File: src/rtl/chunk_row_burst_if.sv
// Row-descriptor and burst-request handshake bundle for chunk_row_burst.
// slave = the splitter's view; master = upstream row source plus downstream burst sink.
interface chunk_row_burst_if #(
  parameter int unsigned GBW   = 32,
  parameter int unsigned VSIZE = 32,
  parameter int unsigned LENBW = 16
);
  localparam int unsigned V_BW = $clog2(VSIZE);

  logic             row_rdy;
  logic             row_ack;
  logic [GBW-1:0]   i_row_linear;
  logic [LENBW-1:0] i_row_len;
  logic             i_row_islast;
  logic [V_BW-1:0]  i_row_pad;
  logic             i_row_valid;

  logic             burst_rdy;
  logic             burst_ack;
  logic [GBW-1:0]   o_burst_addr;
  logic [V_BW-1:0]  o_burst_ofs;
  logic [V_BW-1:0]  o_burst_pad;
  logic             o_burst_skip;
  logic             o_burst_rlast;
  logic             o_burst_clast;

  modport slave (
    input  row_rdy, i_row_linear, i_row_len, i_row_islast, i_row_pad, i_row_valid,
    output row_ack,
    output burst_rdy, o_burst_addr, o_burst_ofs, o_burst_pad, o_burst_skip,
    output o_burst_rlast, o_burst_clast,
    input  burst_ack
  );

  modport master (
    output row_rdy, i_row_linear, i_row_len, i_row_islast, i_row_pad, i_row_valid,
    input  row_ack,
    input  burst_rdy, o_burst_addr, o_burst_ofs, o_burst_pad, o_burst_skip,
    input  o_burst_rlast, o_burst_clast,
    output burst_ack
  );
endinterface

File: src/rtl/chunk_row_burst.sv
// Splits one row descriptor into VSIZE-aligned vector burst addresses; invalid rows become one skip token.
// Optional CHUNK_ROW_BURST_STAT_EN adds o_nburst, a saturating count of non-skip burst handshakes.
module chunk_row_burst #(
  parameter int unsigned GBW   = 32,
  parameter int unsigned VSIZE = 32,
  parameter int unsigned LENBW = 16
) (
  input  logic                i_clk,
  input  logic                i_rst,
  chunk_row_burst_if.slave    bus
`ifdef CHUNK_ROW_BURST_STAT_EN
  ,
  output logic [31:0]         o_nburst
`endif
);

  localparam int unsigned V_BW = $clog2(VSIZE);
  localparam logic [GBW-1:0] MASK = GBW'(VSIZE - 1);
  localparam logic [GBW-1:0] STEP = GBW'(VSIZE);

  typedef enum logic {
    IDLE,
    BURST
  } state_e;

  state_e          state_q, state_d;
  logic            burst_rdy_q, burst_rdy_d;
  logic [GBW-1:0]  cur_q, cur_d;
  logic [GBW-1:0]  last_q, last_d;
  logic [V_BW-1:0] ofs_q, ofs_d;
  logic [V_BW-1:0] pad_q, pad_d;
  logic            skip_q, skip_d;
  logic            rlast_q, rlast_d;
  logic            islast_q, islast_d;

  logic [GBW-1:0]  row_first;
  logic [GBW-1:0]  row_end;
  logic [GBW-1:0]  row_lastaddr;
  logic [GBW-1:0]  cur_next;
  logic            row_skip;
  logic            fire;
  logic            row_ack;
  logic            load;

  always_comb begin
    row_first    = bus.i_row_linear & ~MASK;
    row_end      = bus.i_row_linear + GBW'(bus.i_row_len) - GBW'(1);
    row_lastaddr = row_end & ~MASK;
    row_skip     = ~bus.i_row_valid | (bus.i_row_len == '0);
    cur_next     = cur_q + STEP;
    fire         = burst_rdy_q & bus.burst_ack;
    // Accept the next row in the same cycle the final burst leaves; held low while in reset.
    row_ack      = i_rst & ((state_q == IDLE) | (fire & rlast_q));
    load         = bus.row_rdy & row_ack;

    state_d     = state_q;
    burst_rdy_d = burst_rdy_q;
    cur_d       = cur_q;
    last_d      = last_q;
    ofs_d       = ofs_q;
    pad_d       = pad_q;
    skip_d      = skip_q;
    rlast_d     = rlast_q;
    islast_d    = islast_q;

    if (load) begin
      state_d     = BURST;
      burst_rdy_d = 1'b1;
      cur_d       = row_first;
      last_d      = row_lastaddr;
      ofs_d       = bus.i_row_linear[V_BW-1:0];
      pad_d       = bus.i_row_pad;
      skip_d      = row_skip;
      rlast_d     = row_skip | (row_first == row_lastaddr);
      islast_d    = bus.i_row_islast;
    end else if (fire) begin
      if (rlast_q) begin
        state_d     = IDLE;
        burst_rdy_d = 1'b0;
      end else begin
        cur_d   = cur_next;
        ofs_d   = '0;
        rlast_d = (cur_next == last_q);
      end
    end
  end

  always_ff @(posedge i_clk or negedge i_rst) begin
    if (!i_rst) begin
      state_q     <= IDLE;
      burst_rdy_q <= 1'b0;
      cur_q       <= '0;
      last_q      <= '0;
      ofs_q       <= '0;
      pad_q       <= '0;
      skip_q      <= 1'b0;
      rlast_q     <= 1'b0;
      islast_q    <= 1'b0;
    end else begin
      state_q     <= state_d;
      burst_rdy_q <= burst_rdy_d;
      cur_q       <= cur_d;
      last_q      <= last_d;
      ofs_q       <= ofs_d;
      pad_q       <= pad_d;
      skip_q      <= skip_d;
      rlast_q     <= rlast_d;
      islast_q    <= islast_d;
    end
  end

  assign bus.row_ack       = row_ack;
  assign bus.burst_rdy     = burst_rdy_q;
  assign bus.o_burst_addr  = cur_q;
  assign bus.o_burst_ofs   = ofs_q;
  assign bus.o_burst_pad   = pad_q;
  assign bus.o_burst_skip  = skip_q;
  assign bus.o_burst_rlast = rlast_q;
  assign bus.o_burst_clast = rlast_q & islast_q;

`ifdef CHUNK_ROW_BURST_STAT_EN
  logic [31:0] nburst_q, nburst_d;

  always_comb begin
    nburst_d = nburst_q;
    if (fire && !skip_q && (nburst_q != '1)) begin
      nburst_d = nburst_q + 32'd1;
    end
  end

  always_ff @(posedge i_clk or negedge i_rst) begin
    if (!i_rst) begin
      nburst_q <= '0;
    end else begin
      nburst_q <= nburst_d;
    end
  end

  assign o_nburst = nburst_q;
`endif

endmodule

File: src/flat_wrapper.sv
// flat-port wrapper written by rule: the top's interface ports become plain ports
module chunk_row_burst_flat 
#(
  parameter int unsigned GBW   = 32,
  parameter int unsigned VSIZE = 32,
  parameter int unsigned LENBW = 16
)
  (i_clk, i_rst, bus_row_rdy, bus_i_row_linear, bus_i_row_len, bus_i_row_islast, bus_i_row_pad, bus_i_row_valid, bus_row_ack, bus_burst_rdy, bus_o_burst_addr, bus_o_burst_ofs, bus_o_burst_pad, bus_o_burst_skip, bus_o_burst_rlast, bus_o_burst_clast, bus_burst_ack);
  chunk_row_burst_if #(.GBW(GBW), .VSIZE(VSIZE), .LENBW(LENBW)) bus_i ();
  input  logic i_clk;
  input  logic i_rst;
  input wire logic [$bits(bus_i.row_rdy)-1:0] bus_row_rdy;
  input wire logic [$bits(bus_i.i_row_linear)-1:0] bus_i_row_linear;
  input wire logic [$bits(bus_i.i_row_len)-1:0] bus_i_row_len;
  input wire logic [$bits(bus_i.i_row_islast)-1:0] bus_i_row_islast;
  input wire logic [$bits(bus_i.i_row_pad)-1:0] bus_i_row_pad;
  input wire logic [$bits(bus_i.i_row_valid)-1:0] bus_i_row_valid;
  output wire logic [$bits(bus_i.row_ack)-1:0] bus_row_ack;
  output wire logic [$bits(bus_i.burst_rdy)-1:0] bus_burst_rdy;
  output wire logic [$bits(bus_i.o_burst_addr)-1:0] bus_o_burst_addr;
  output wire logic [$bits(bus_i.o_burst_ofs)-1:0] bus_o_burst_ofs;
  output wire logic [$bits(bus_i.o_burst_pad)-1:0] bus_o_burst_pad;
  output wire logic [$bits(bus_i.o_burst_skip)-1:0] bus_o_burst_skip;
  output wire logic [$bits(bus_i.o_burst_rlast)-1:0] bus_o_burst_rlast;
  output wire logic [$bits(bus_i.o_burst_clast)-1:0] bus_o_burst_clast;
  input wire logic [$bits(bus_i.burst_ack)-1:0] bus_burst_ack;
  assign bus_i.row_rdy = bus_row_rdy;
  assign bus_i.i_row_linear = bus_i_row_linear;
  assign bus_i.i_row_len = bus_i_row_len;
  assign bus_i.i_row_islast = bus_i_row_islast;
  assign bus_i.i_row_pad = bus_i_row_pad;
  assign bus_i.i_row_valid = bus_i_row_valid;
  assign bus_row_ack = bus_i.row_ack;
  assign bus_burst_rdy = bus_i.burst_rdy;
  assign bus_o_burst_addr = bus_i.o_burst_addr;
  assign bus_o_burst_ofs = bus_i.o_burst_ofs;
  assign bus_o_burst_pad = bus_i.o_burst_pad;
  assign bus_o_burst_skip = bus_i.o_burst_skip;
  assign bus_o_burst_rlast = bus_i.o_burst_rlast;
  assign bus_o_burst_clast = bus_i.o_burst_clast;
  assign bus_i.burst_ack = bus_burst_ack;
  chunk_row_burst #(.GBW(GBW), .VSIZE(VSIZE), .LENBW(LENBW)) u_core (.i_clk(i_clk), .i_rst(i_rst), .bus(bus_i));
endmodule
File: config.mk
export PLATFORM = sky130hd
export DESIGN_NAME = chunk_row_burst_flat
export DESIGN_NICKNAME = d
export VERILOG_FILES = /design/src/rtl/chunk_row_burst_if.sv /design/src/rtl/chunk_row_burst.sv /design/src/flat_wrapper.sv
export SDC_FILE = /design/constraint.sdc
export NUM_CORES = 1
export LEC_CHECK = 0
export CAP_MARGIN = 10
export CORE_UTILIZATION = 50
export CTS_CLUSTER_SIZE = 10
export DETAILED_ROUTE_END_ITERATION = 10
export PLACE_DENSITY = 0.75
export SETUP_SLACK_MARGIN = 0.15
export SLEW_MARGIN = 30
export SYNTH_ARGS = -nofsm -noshare
export SYNTH_HDL_FRONTEND = slang
export SYNTH_SLANG_ARGS = --single-unit
File: constraint.sdc
create_clock -name i_clk -period 4.1 [get_ports i_clk]
set_clock_uncertainty 0.1 [all_clocks]
set_input_delay 0.615 -clock i_clk [delete_from_list [all_inputs] [get_ports i_clk]]
set_output_delay 0.615 -clock i_clk [all_outputs]
set_load 0.005 [all_outputs]
Yosys cells after proc, flatten, opt, wreduce, memory -nomap -nowiden. Cells that the tools add are included.

Input port bits: 59. Output and inout bits: 47. Logic and storage cells: 41. Register bits after elaboration: 73.

Bitwise gates (word level): 10. Equality and inequality tests: 3. Reduce and logical (&&, ||, !) cells: 5. Add/subtract/negate cells: 3. Muxes and demuxes: 12.

Operator list (number): $mux 32 (3); $add 32x16->32 (1); $add 32x6->32 const B (1); $eq 32x32->1 (1); $sub 32x1->32 const B (1); $eq 27x27->1 (1); $logic_not 16->1 (1); $mux 5 (3); $mux 1 (6); $and 1x1->1 (5); $reduce_and 2->1 (2); $reduce_bool 2->1 (2); $or 1x1->1 (3); $ne 2x2->1 const B (1); $not 1->1 (2).

Longest topological paths before layout.
Depth after elaboration: 7. Mapped depth: 15. Depth with buffers taken out: 14.

Worst setup path after synthesis. No wires, ideal clock.

Path type: input -> register. Start: input bus_i_row_linear[13]. End: register u_core.rlast_q (netlist: u_core.bus.o_burst_rlast). Cell stages on the path: 15. Arrival: 3.209 ns. Setup slack: 0.713 ns. Cells stage by stage: inv_1 -> ha_1 -> inv_1 -> ha_1 -> buf_6 -> a21oi_4 -> o21ai_1 -> a211oi_2 -> a211oi_1 -> or4b_4 -> mux2i_1 -> nand4_1 -> a2111oi_2 -> nand4_1 -> a21oi_1.

Longest elaborated chain between the ends: 5.

Ends and longest elaborated chain: from (decl) (line flat_wrapper.sv:13) `input wire logic [$bits(bus_i.i_row_linear)-1:0] bus_i_row_linear;`; $add 32x16->32 (line chunk_row_burst.sv:47) `row_end = bus.i_row_linear + GBW'(bus.i_row_len) - GBW'(1);`; $sub 32x1->32 (line chunk_row_burst.sv:47); $eq 27x27->1 * (line chunk_row_burst.sv:74) `rlast_d = row_skip | (row_first == row_lastaddr);`; $or 1x1->1 * (line chunk_row_burst.sv:74); $mux 1 * (line chunk_row_burst.sv:66) `if (load) begin`; to (signal assigned) (line chunk_row_burst.sv:107) `rlast_q <= rlast_d;`; to (decl) (line chunk_row_burst.sv:33) `logic rlast_q, rlast_d;`.

Mark *: on every way between the ends. The rest lies on a longest branch, timed or not. A chain may end at the register's enable or synchronous reset.

Final worst setup path.
Start: input bus_i_row_len[3]. End: register u_core.rlast_q (netlist: u_core.bus.o_burst_rlast).

Longest elaborated chain between the ends: 5. Elaborated cells between the ends (all ways): 7. Those cells by class: 2 x add/sub; 1 x eq/ne; 1 x mux; 2 x bitwise; 1 x reduce/logical.

Ends and longest elaborated chain: from (decl) (line flat_wrapper.sv:14) `input wire logic [$bits(bus_i.i_row_len)-1:0] bus_i_row_len;`; $add 32x16->32 (line chunk_row_burst.sv:47); $sub 32x1->32 (line chunk_row_burst.sv:47); $eq 27x27->1 (line chunk_row_burst.sv:74); $or 1x1->1 * (line chunk_row_burst.sv:74); $mux 1 * (line chunk_row_burst.sv:66).

Marked as above.

==> metrics.md <==
| Metric | Value |
|---|---|
| Status | `complete, no violations` |
| CTS H-tree lvls | `3` |
| Wirelength, routed | `slightly above 20,000 microns` |
| Placed Cells | `roughly 1.2k` |
| Drt pass-1 iters | `6` |
| Clock transition at path regs | `about 0.060 ns` |
| Final Slew Violations | `0` |
| Max Clock Freq | `roughly 0.26 GHz` |
| Inserted Diodes | `0` |
| Full die area | `approximately 14,000 sq um` |
| Final #Nets | `1,121` |
| Worst path bufs/invs | `6` |
| Vias in the first global route | `6,468` |
| Post-synth EDFFs | `0` |
| Data required, critical path | `about 4.3 ns` |
| Setup Viol. Count Final | `0` |
| FF+latch count, synth | `68` |
| Placeable Area | `about 13,000 sq um` |
| Ys async rst share | `100%` |
| Post-synth top flop | `dfrtp_1` |
| Most numerous cell on the critical path | `buf_4` |
| CP arrival | `approximately 4.0 ns` |
| Count leader, synth | `nand2_1` |
| Area Overhead vs Synth | `29.2%` |
| Pwr per Cell Area | `about 460 nW/um^2` |
| Cell Area, Placed | `a little over 8000 sq um` |
| Fin cells | `around 1.2k` |
| Routed length per instance | `17.3 microns` |
| Clock Tree Buf Depth | `2` |
| Largest net degree at the start of global routing | `between 60 and 70` |
| DRC | `0` |
| Worst VDD drop | `around 0.21 mV` |
| Total GRT Usage | `30.3%` |
| Max transition margin | `between 40% and 50%` |
| RePlAce Congestion | `0.954` |
| HP Class | `input pin to async pin` |
| CP max-delay cell | `clkdlybuf4s50_1` |
| Initial antenna violation count | `0` |
| Starting Density | `about half` |
| Cell taking the most area after synthesis | `dfrtp_1` |
| Netlist cell types | `72` |
| Post-DP HPWL | `about 16,000 microns` |
| Worst r2r dst | `u_core.bus.o_burst_rlast` |
| Top delay family on crit path | `simple AND/OR/NAND/NOR gates` |
| TNS Setup | `0 ns` |
| CP startpoint kind | `input pin` |
| Root Driver | `clkbuf_16` |
| Top cells by count, synth | `nand2_1 (106), inv_1 (88), o21ai_0 (74)` |
| Die height | `roughly 120 microns` |
| First-pass GRT wire length | `about 34,000 microns` |
| Clk sinks | `68` |
| Initial DRC count | `around 790` |
| Largest stage delay, worst path | `just under 0.5 ns` |
| Number of synthesis warnings | `0` |
| Worst r2r src | `u_core.bus.o_burst_addr[5]` |
| Mapped Area | `6750 sq um` |
| Setup slack, reg-to-reg | `roughly 0.69 ns` |
| RSZ-0062 raised after global routing | `false` |
| Design area | `8720 sq um` |
| Sequential element share of the synthesized area | `25.2%` |
| Syn_area_per_cell | `about 7.8 sq um` |
| Layout cells sized above 1 | `~14%` |
| Antenna viol nets, final | `0` |
| Leak | `between 3 and 4 nW` |
| Critical path, cell by cell | `clkdlybuf4s50_1, inv_1, ha_1, inv_1, ha_1, o21a_2, or2_4, buf_4, nand4_1, nand3_2, buf_4, buf_4, nand3_1, o2111ai_1, nor4_1, and4_1, nand4_1, a21oi_1` |
| Via count | `approximately 7k` |
| Via density | `~5.8` |
| Final hold viol count | `0` |
| Grt ovf | `0` |
| Number of buffers created by CTS | `9` |
| Clk_lat worst skew | `~0.34 ns` |
| Final period utilization | `93.0%` |
| Slew @ Worst Pin | `approximately 0.9 ns` |
| Setup CP Type | `input pin to flop` |
| Gate Count Post-Synth | `just under 900` |
| Share of the synthesized area in the top cell type | `25.2%` |
| Row cnt | `42` |
| Critical path capture point type | `flop` |
| DIE WIDTH | `between 100 and 150 microns` |
| R2r worst-path depth | `11` |
| CTS tree | `yes` |
| IO Pins | `106` |
| Number of buffers inserted by port buffering | `100` |
| Post-layout min period | `roughly 3.8 ns` |
| Max-Cap Viols | `0` |
| Post-CTS Hold Buffers | `0` |
| Worst-path fanout max | `7` |
| Ranking of synthesized cells by area | `dfrtp_1 (25%), ha_1 (8.3%), xnor2_1 (6.1%), nand2_1 (5.9%), o21ai_0 (5.5%)` |
through the flow:
stage | hold slack [ns] | utilization, % | setup WS [ns] | total power [W]
finish | 0.104 | 66.1 | 0.285 | 0.00401
global route | 0.129 | 66.1 | 0.131 | 0.00429
CTS | 0.116 | 65.0 | 0.219 | 0.00395
detailed placement | 0.356 | 63.0 | -0.120 | 0.00324
global placement | 0.351 | 63.0 | -0.0139 | 0.00321
floorplan | 0.219 | - | 0.713 | 0.00239
where the power goes:
group	switching [W]	internal [W]	total [W]
clock	0.000286	0.000421	0.000707
sequential	0.000351	0.000928	0.00128
combinational	0.000973	0.00105	0.00203
total	0.00161	0.00240	0.00401
sequential cells by signal (all words and copies together), names as in the netlist:
signal,flops
u_core.bus.o_burst_addr,27
u_core.bus.o_burst_pad,5
u_core.bus.o_burst_ofs,5
u_core.islast_q,1
u_core.bus.burst_rdy,1
u_core.bus.o_burst_skip,1
u_core.last_q,27
u_core.bus.o_burst_rlast,1
layer usage:
| layer | up-vias | global-route usage, % | part of all wire (%) |
|---|---|---|---|
| met1 | 3273 | 43.6 | 46 |
| met4 | 0 | 9.38 | 2.1 |
| met5 | - | 0 | 0 |
| li1 | 3350 | - | - |
| met2 | 275 | 47.1 | 45 |
| met3 | 37 | 4.15 | 7.4 |
how the worst max path moves through the flow:
stage	start	endpoint	depth (start not counted)
after global routing	bus_i_row_linear[14]	u_core.bus.o_burst_rlast	17
after floorplan	bus_i_row_linear[13]	u_core.bus.o_burst_rlast	15
after CTS	bus_i_row_linear[13]	u_core.bus.o_burst_rlast	15
after detailed placement	bus_i_row_linear[13]	u_core.bus.o_burst_rlast	15
final	bus_i_row_len[3]	u_core.bus.o_burst_rlast	18
after global placement	bus_i_row_linear[5]	u_core.bus.o_burst_rlast	17
timing repair:
item | CTS | global route
endpoints found under the setup margin | 0 | 1
setup buffers | 0 | 3
gates resized for setup | 0 | 26
placed cells by master (no fill, tap or decap), types with 40 or more instances in the layout:
cell	n
nand2_1	105
clkdlybuf4s50_1	99
inv_1	88
buf_4	81
o21ai_0	73
dfrtp_1	68
xnor2_1	47
a21oi_1	46
ha_1	41
nor2_1	40
area by class of cell:
type	count	area [sq um]
clock buffers	11	243
clock inverters	5	27.5
fillers	1128	4470
inverters	88	330
multi-input cells	669	4590
flip-flops and latches	68	1700
well taps	176	220
repair buffers	181	1600
cells by family after synthesis:
group	Yosys count	synth area share, %
mux	6	0.927
xor+xnor	88	12.4
flops	68	25.2
other cells	1	0.0556
buf+inv	136	8.74
simple gates	302	22.2
compound gates	223	22.0
fa+ha+maj	45	8.35
Note: power is estimated with default switching activity, not from simulation.
